**src/rtl/npc_pkg.sv**
```systemverilog
// Shared decode types for the immediate stage: opcode constants, extop codes,
// and the per-instruction entry record held by the register stage.
package npc_pkg;

  localparam logic [6:0] OP_LOAD   = 7'h03;
  localparam logic [6:0] OP_OPIMM  = 7'h13;
  localparam logic [6:0] OP_JALR   = 7'h67;
  localparam logic [6:0] OP_SYSTEM = 7'h73;
  localparam logic [6:0] OP_FENCE  = 7'h0F;
  localparam logic [6:0] OP_STORE  = 7'h23;
  localparam logic [6:0] OP_BRANCH = 7'h63;
  localparam logic [6:0] OP_JAL    = 7'h6F;
  localparam logic [6:0] OP_LUI    = 7'h37;
  localparam logic [6:0] OP_AUIPC  = 7'h17;
  localparam logic [6:0] OP_OP     = 7'h33;

  typedef enum logic [3:0] {
    EXT_LOAD   = 4'h0,
    EXT_OPIMM  = 4'h1,
    EXT_JALR   = 4'h2,
    EXT_SYSTEM = 4'h3,
    EXT_FENCE  = 4'h4,
    EXT_STORE  = 4'h5,
    EXT_BRANCH = 4'h6,
    EXT_JAL    = 4'h7,
    EXT_LUI    = 4'h8,
    EXT_AUIPC  = 4'h9,
    EXT_RTYPE  = 4'hA,
    EXT_ILL    = 4'hF
  } extop_e;

  typedef struct packed {
    logic [31:0] pc;
    logic [31:0] inst;
    extop_e      extop;
    logic        illegal;
    logic [31:0] imm_i;
    logic [31:0] imm_s;
    logic [31:0] imm_b;
    logic [31:0] imm_j;
    logic [31:0] imm_u;
  } imm_entry_t;

endpackage

```
**src/rtl/idu_imm_extract.sv**
```systemverilog
// Purely combinational RV32I field extraction: opcode -> extop code plus all
// five sign-extended immediate formats, computed unconditionally.
module idu_imm_extract
  import npc_pkg::*;
(
  input  logic [31:0] in_inst,
  output extop_e      out_extop,
  output logic        out_illegal,
  output logic [31:0] out_immI,
  output logic [31:0] out_immS,
  output logic [31:0] out_immB,
  output logic [31:0] out_immJ,
  output logic [31:0] out_immU
);

  always_comb begin
    out_extop = EXT_ILL;
    case (in_inst[6:0])
      OP_LOAD:   out_extop = EXT_LOAD;
      OP_OPIMM:  out_extop = EXT_OPIMM;
      OP_JALR:   out_extop = EXT_JALR;
      OP_SYSTEM: out_extop = EXT_SYSTEM;
      OP_FENCE:  out_extop = EXT_FENCE;
      OP_STORE:  out_extop = EXT_STORE;
      OP_BRANCH: out_extop = EXT_BRANCH;
      OP_JAL:    out_extop = EXT_JAL;
      OP_LUI:    out_extop = EXT_LUI;
      OP_AUIPC:  out_extop = EXT_AUIPC;
      OP_OP:     out_extop = EXT_RTYPE;
      default:   out_extop = EXT_ILL;
    endcase
  end

  assign out_illegal = (out_extop == EXT_ILL);

  assign out_immI = {{20{in_inst[31]}}, in_inst[31:20]};
  assign out_immS = {{20{in_inst[31]}}, in_inst[31:25], in_inst[11:7]};
  assign out_immB = {{19{in_inst[31]}}, in_inst[31], in_inst[7], in_inst[30:25],
                     in_inst[11:8], 1'b0};
  assign out_immJ = {{11{in_inst[31]}}, in_inst[31], in_inst[19:12], in_inst[20],
                     in_inst[30:21], 1'b0};
  assign out_immU = {in_inst[31:12], 12'b0};

endmodule

```
**src/rtl/idu_imm_stage.sv**
```systemverilog
// Decode/immediate pipeline stage with valid/ready handshake on both sides.
// IDU_IMM_SKID_EN selects a two-entry skid buffer with registered in_ready.
module idu_imm_stage
  import npc_pkg::*;
#(
  parameter int XLEN = 32
) (
  input  logic            clk,
  input  logic            rst_n,
  input  logic            flush,
  input  logic            in_valid,
  output logic            in_ready,
  input  logic [XLEN-1:0] in_pc,
  input  logic [XLEN-1:0] in_inst,
  output logic            out_valid,
  input  logic            out_ready,
  output logic [XLEN-1:0] out_pc,
  output logic [XLEN-1:0] out_inst,
  output logic [3:0]      out_extop,
  output logic [XLEN-1:0] out_immI,
  output logic [XLEN-1:0] out_immS,
  output logic [XLEN-1:0] out_immB,
  output logic [XLEN-1:0] out_immJ,
  output logic [XLEN-1:0] out_immU,
  output logic            out_illegal
);

  imm_entry_t w_new;
  imm_entry_t r_main;
  logic       r_valid;
  logic       w_in_fire;

  extop_e      w_extop;
  logic        w_illegal;
  logic [31:0] w_imm_i, w_imm_s, w_imm_b, w_imm_j, w_imm_u;

  idu_imm_extract u_extract (
    .in_inst     (in_inst),
    .out_extop   (w_extop),
    .out_illegal (w_illegal),
    .out_immI    (w_imm_i),
    .out_immS    (w_imm_s),
    .out_immB    (w_imm_b),
    .out_immJ    (w_imm_j),
    .out_immU    (w_imm_u)
  );

  always_comb begin
    w_new         = '0;
    w_new.pc      = in_pc;
    w_new.inst    = in_inst;
    w_new.extop   = w_extop;
    w_new.illegal = w_illegal;
    w_new.imm_i   = w_imm_i;
    w_new.imm_s   = w_imm_s;
    w_new.imm_b   = w_imm_b;
    w_new.imm_j   = w_imm_j;
    w_new.imm_u   = w_imm_u;
  end

  assign w_in_fire = in_valid && in_ready;

`ifdef IDU_IMM_SKID_EN
  imm_entry_t r_skid;
  logic       r_skid_valid;

  // in_ready comes straight from a flop, breaking the out_ready->in_ready path.
  assign in_ready = !r_skid_valid;

  always_ff @(posedge clk or negedge rst_n) begin
    if (!rst_n) begin
      r_valid      <= 1'b0;
      r_skid_valid <= 1'b0;
      r_main       <= '0;
      r_skid       <= '0;
    end else if (flush) begin
      r_valid      <= 1'b0;
      r_skid_valid <= 1'b0;
    end else if (!r_valid || out_ready) begin
      if (r_skid_valid) begin
        r_main       <= r_skid;
        r_valid      <= 1'b1;
        r_skid_valid <= 1'b0;
      end else begin
        r_valid <= w_in_fire;
        if (w_in_fire) r_main <= w_new;
      end
    end else if (w_in_fire) begin
      r_skid       <= w_new;
      r_skid_valid <= 1'b1;
    end
  end
`else
  assign in_ready = !r_valid || out_ready;

  always_ff @(posedge clk or negedge rst_n) begin
    if (!rst_n) begin
      r_valid <= 1'b0;
      r_main  <= '0;
    end else if (flush) begin
      r_valid <= 1'b0;
    end else if (in_ready) begin
      r_valid <= in_valid;
      if (in_valid) r_main <= w_new;
    end
  end
`endif

  assign out_valid   = r_valid;
  assign out_pc      = r_main.pc;
  assign out_inst    = r_main.inst;
  assign out_extop   = r_main.extop;
  assign out_illegal = r_main.illegal;
  assign out_immI    = r_main.imm_i;
  assign out_immS    = r_main.imm_s;
  assign out_immB    = r_main.imm_b;
  assign out_immJ    = r_main.imm_j;
  assign out_immU    = r_main.imm_u;

endmodule
```
**config.mk**
```make
export PLATFORM = sky130hd
export DESIGN_NAME = idu_imm_stage
export DESIGN_NICKNAME = d
export VERILOG_FILES = /design/src/rtl/npc_pkg.sv /design/src/rtl/idu_imm_extract.sv /design/src/rtl/idu_imm_stage.sv
export SDC_FILE = /design/constraint.sdc
export NUM_CORES = 1
export LEC_CHECK = 0
export CAP_MARGIN = 5
export CORE_AREA = 2 2 117 119
export CTS_CLUSTER_SIZE = 24
export DETAILED_ROUTE_END_ITERATION = 8
export DIE_AREA = 0 0 119 121
export PLACE_DENSITY = 0.85
export SETUP_SLACK_MARGIN = 0.3
export SLEW_MARGIN = 10
export SYNTH_ARGS = -nofsm -noshare
export SYNTH_HDL_FRONTEND = slang
export SYNTH_SLANG_ARGS = --single-unit
```
**constraint.sdc**
```tcl
create_clock -name clk -period 1.9 [get_ports clk]
set_input_delay 0.285 -clock clk [delete_from_list [all_inputs] [get_ports clk]]
set_output_delay 0.285 -clock clk [all_outputs]
set_load 0.05 [all_outputs]
```
==> flow_summary.yaml <==
clocking:
  cts.path.max_buffers: 2
  numCtsBuffers: 9
  cts_tree: "yes"
  cts.htree.levels: 3
  cts_root_buffer: "clkbuf_16"
  clkLatencyLatePin_ns: 0.32
  clk_pin_slew_ns: 0.06
  clock_sinks: 70
sta:
  setup_viol: 0
  holdWs_ns: 0.427
  slew_violations: 0
  final_hold_viol_count: 0
  fin_worst_skew_ns: 0.00494
  tightest_slew_ns: 0.521
  fin_crit_ns: 1.61
  fmax_ghz: 0.620
  rsz0062_at_grt: "yes"
  final_min_period_over_clock_period_pct: 84.8
  setup_tns_ns: 0
  max-slew-margin-rel_pct: 65.4
logic_synthesis:
  synth.area.top_cells: "dfrtp_1 44%, buf_4 31%, mux2_2 18%"
  avgSynthCellArea_sq_um: 11.7
  syn-cell-area_sq_um: 4000
  ys_warn_count: 0
  synth.distinct_cells: 28
  synth_area_leader_cell: "dfrtp_1"
  synth_cells: 341
  synth.top_cell.area_share_pct: 43.8
  synth.ff_latch_count: 70
  yosysSeqAreaShare_pct: 43.8
worst_setup_path:
  worstPathArrival_ns: 1.33
  r2r_end: "out_pc[16]$_DFFE_PN0P_"
  rrSetupSlack_ns: 0.32
  critPathCaptureType: "output port"
  cp.required_ns: 1.62
  worstPathMaxFanout: 28
  critPathKind: "reg -> out"
  start_kind: "flip-flop"
  rr_worst_depth: 5
  r2r_start: "out_valid$_DFFE_PN0P_"
detailed_routing:
  drt_iter0_markers: 91
  ant_nets: 0
  vias: 2846
  wl_per_cell_microns: 16.3
  first_pass_iters: 5
  drc_errors: 0
  drt-total-wl_mm: 11.2
  drt-vias-per-instance: 4.15
grt:
  antenna_found_initial: 1
  grt_pass1_wl_mm: 16.2
  grt_use_total_pct: 14.6
  grt_pass1_vias: 2937
  overflow: 0
  grt_max_degree: 44
power:
  p_int_w: 0.00491
  p_sw_share_pct: 47.6
  clockPowerShare_pct: 19.3
  power.leakage_nw: 3.21
  total_power_w: 0.00937
  ir_drop_uv: 696
  p_per_area_nw_per_um2: 1320
  p_switching_w: 0.00446
  seqPwrFrac_pct: 20.8
  p_comb_share_pct: 59.9
die:
  die_w_microns: 119
  core_area_sq_um: 13100
  pin_count: 300
  dieArea_sq_um: 14400
  die_h_microns: 121
  row_count: 42
  initial_utilization_pct: 30.6
placement:
  placed_cells: 664
  gp_congestion: 0.735
  io_buffers: 285
  dp_hpwl_mm: 8.72
finish:
  final_net_count: 573
  drive_gt1_share_pct: 45.4
  diodes: 0
  synthToLayoutAreaGrowth_pct: 76.8
  fillers: 1079
  final_cell_count_no_fill: 685
  final_common_cell: "dlygate4sd2_1"
  mostFrequentLayoutCells: "82 x dlygate4sd2_1, 80 x buf_12, 68 x dfrtp_1, 67 x clkdlybuf4s50_1, 58 x mux2_2"
outcome:
  outcome: "completed"
run:
  max-cap-violations: 0
min_path:
  hold_path.class: "in -> async"
[worst max-delay path, stage by stage (launching register included)]
cell and delay [ns]:
dfrtp_4 0.50, buf_16 0.30, buf_12 0.18
[synthesized netlist by cell type]
cell type and number:
a21oi_1 2, nand3_1 1, mux2_2 64, a311oi_1 1, a22oi_1 1, conb_1 1
buf_6 2, nor2b_1 3, a31oi_1 1, nor3_1 1, nand2b_1 3, o22a_1 2
or3_4 1, nor2b_4 1, o32a_1 3, nand3b_1 1, o21ai_0 2, buf_2 1
nand2_1 3, buf_4 166, nand4_1 1, o21ai_2 1, dfrtp_1 70, inv_1 2
a211oi_2 1, nor2_1 4, nor3b_2 1, o31ai_1 1
[cell families after synthesis]
kind of cell           Yosys count  synth area share (%)
buffers and inverters          171                  32.0
DFF                             70                  43.8
muxes                           64                  18.0
and+or+nand+nor                 20                  3.13
AOI/OAI and AO/OA               15                  2.97
other                            1                0.0937
[routing by layer]
layer / routed length, microns / up-vias / track usage (%)
li1: - / 1286 / -
met1: 3810 / 1354 / 14.1
met2: 6050 / 187 / 27.5
met3: 1100 / 17 / 6.11
met4: 183 / 2 / 5.58
met5: 11 / - / 0
[per-stage QoR]
step | setup slack (ns) | utilization [%] | instance area (sq um)
after floorplan | 0.324 | - | 4060
after global placement | 0.0425 | 51.4 | 6720
after detailed placement | 0.0266 | 51.4 | 6720
after CTS | 0.259 | 53.3 | 6970
after global routing | 0.243 | 54.1 | 7070
final | 0.288 | 54.1 | 7070
[power by group through the flow]
stage	Sequential, W	Combinational, W	Clock [W]
global placement	0.00196	0.00576	0
detailed placement	0.00198	0.00583	0
CTS	0.00195	0.00561	0.00185
global route	0.00199	0.00577	0.00193
floorplan	0.00284	0.00313	0
finish	0.00195	0.00562	0.00181
[final cells by class]
| type | instances | area [sq um] | area share, % |
|---|---|---|---|
| inverter | 2 | 7.51 | 0.106 |
| timing repair buffer | 308 | 3720 | 52.6 |
| tap | 176 | 220 | 3.11 |
| sequential | 70 | 1760 | 24.8 |
| multi-input combinational | 113 | 1050 | 14.8 |
| clock buffer | 11 | 243 | 3.43 |
| clock inverter | 5 | 82.6 | 1.17 |
[timing repair]
action	CTS	global route
setup buffers	0	0
endpoints found under the setup margin	147	136
hold endpoints to repair	27	0
gates resized for setup	100	28
hold buffers	1	0
cloned	1	3
[registers in the layout, summed over array words and instances (netlist names)]
register     count
out_extop        4
out_valid        1
out_inst        32
out_pc          32
out_illegal      1
[worst max-delay path by stage]
stage,from,end,cells after the start
finish,out_inst[31]$_DFFE_PN0P_,out_immS[26],2
floorplan,out_valid$_DFFE_PN0P_,out_extop[3]$_DFFE_PN0P_,6
global placement,out_ready,out_inst[31]$_DFFE_PN0P_,6
detailed placement,out_ready,out_pc[11]$_DFFE_PN0P_,6
global route,out_inst[31]$_DFFE_PN0P_,out_immS[23],2
CTS,out_inst[31]$_DFFE_PN0P_,out_immS[23],2
Note: power is estimated with default switching activity, not from simulation.
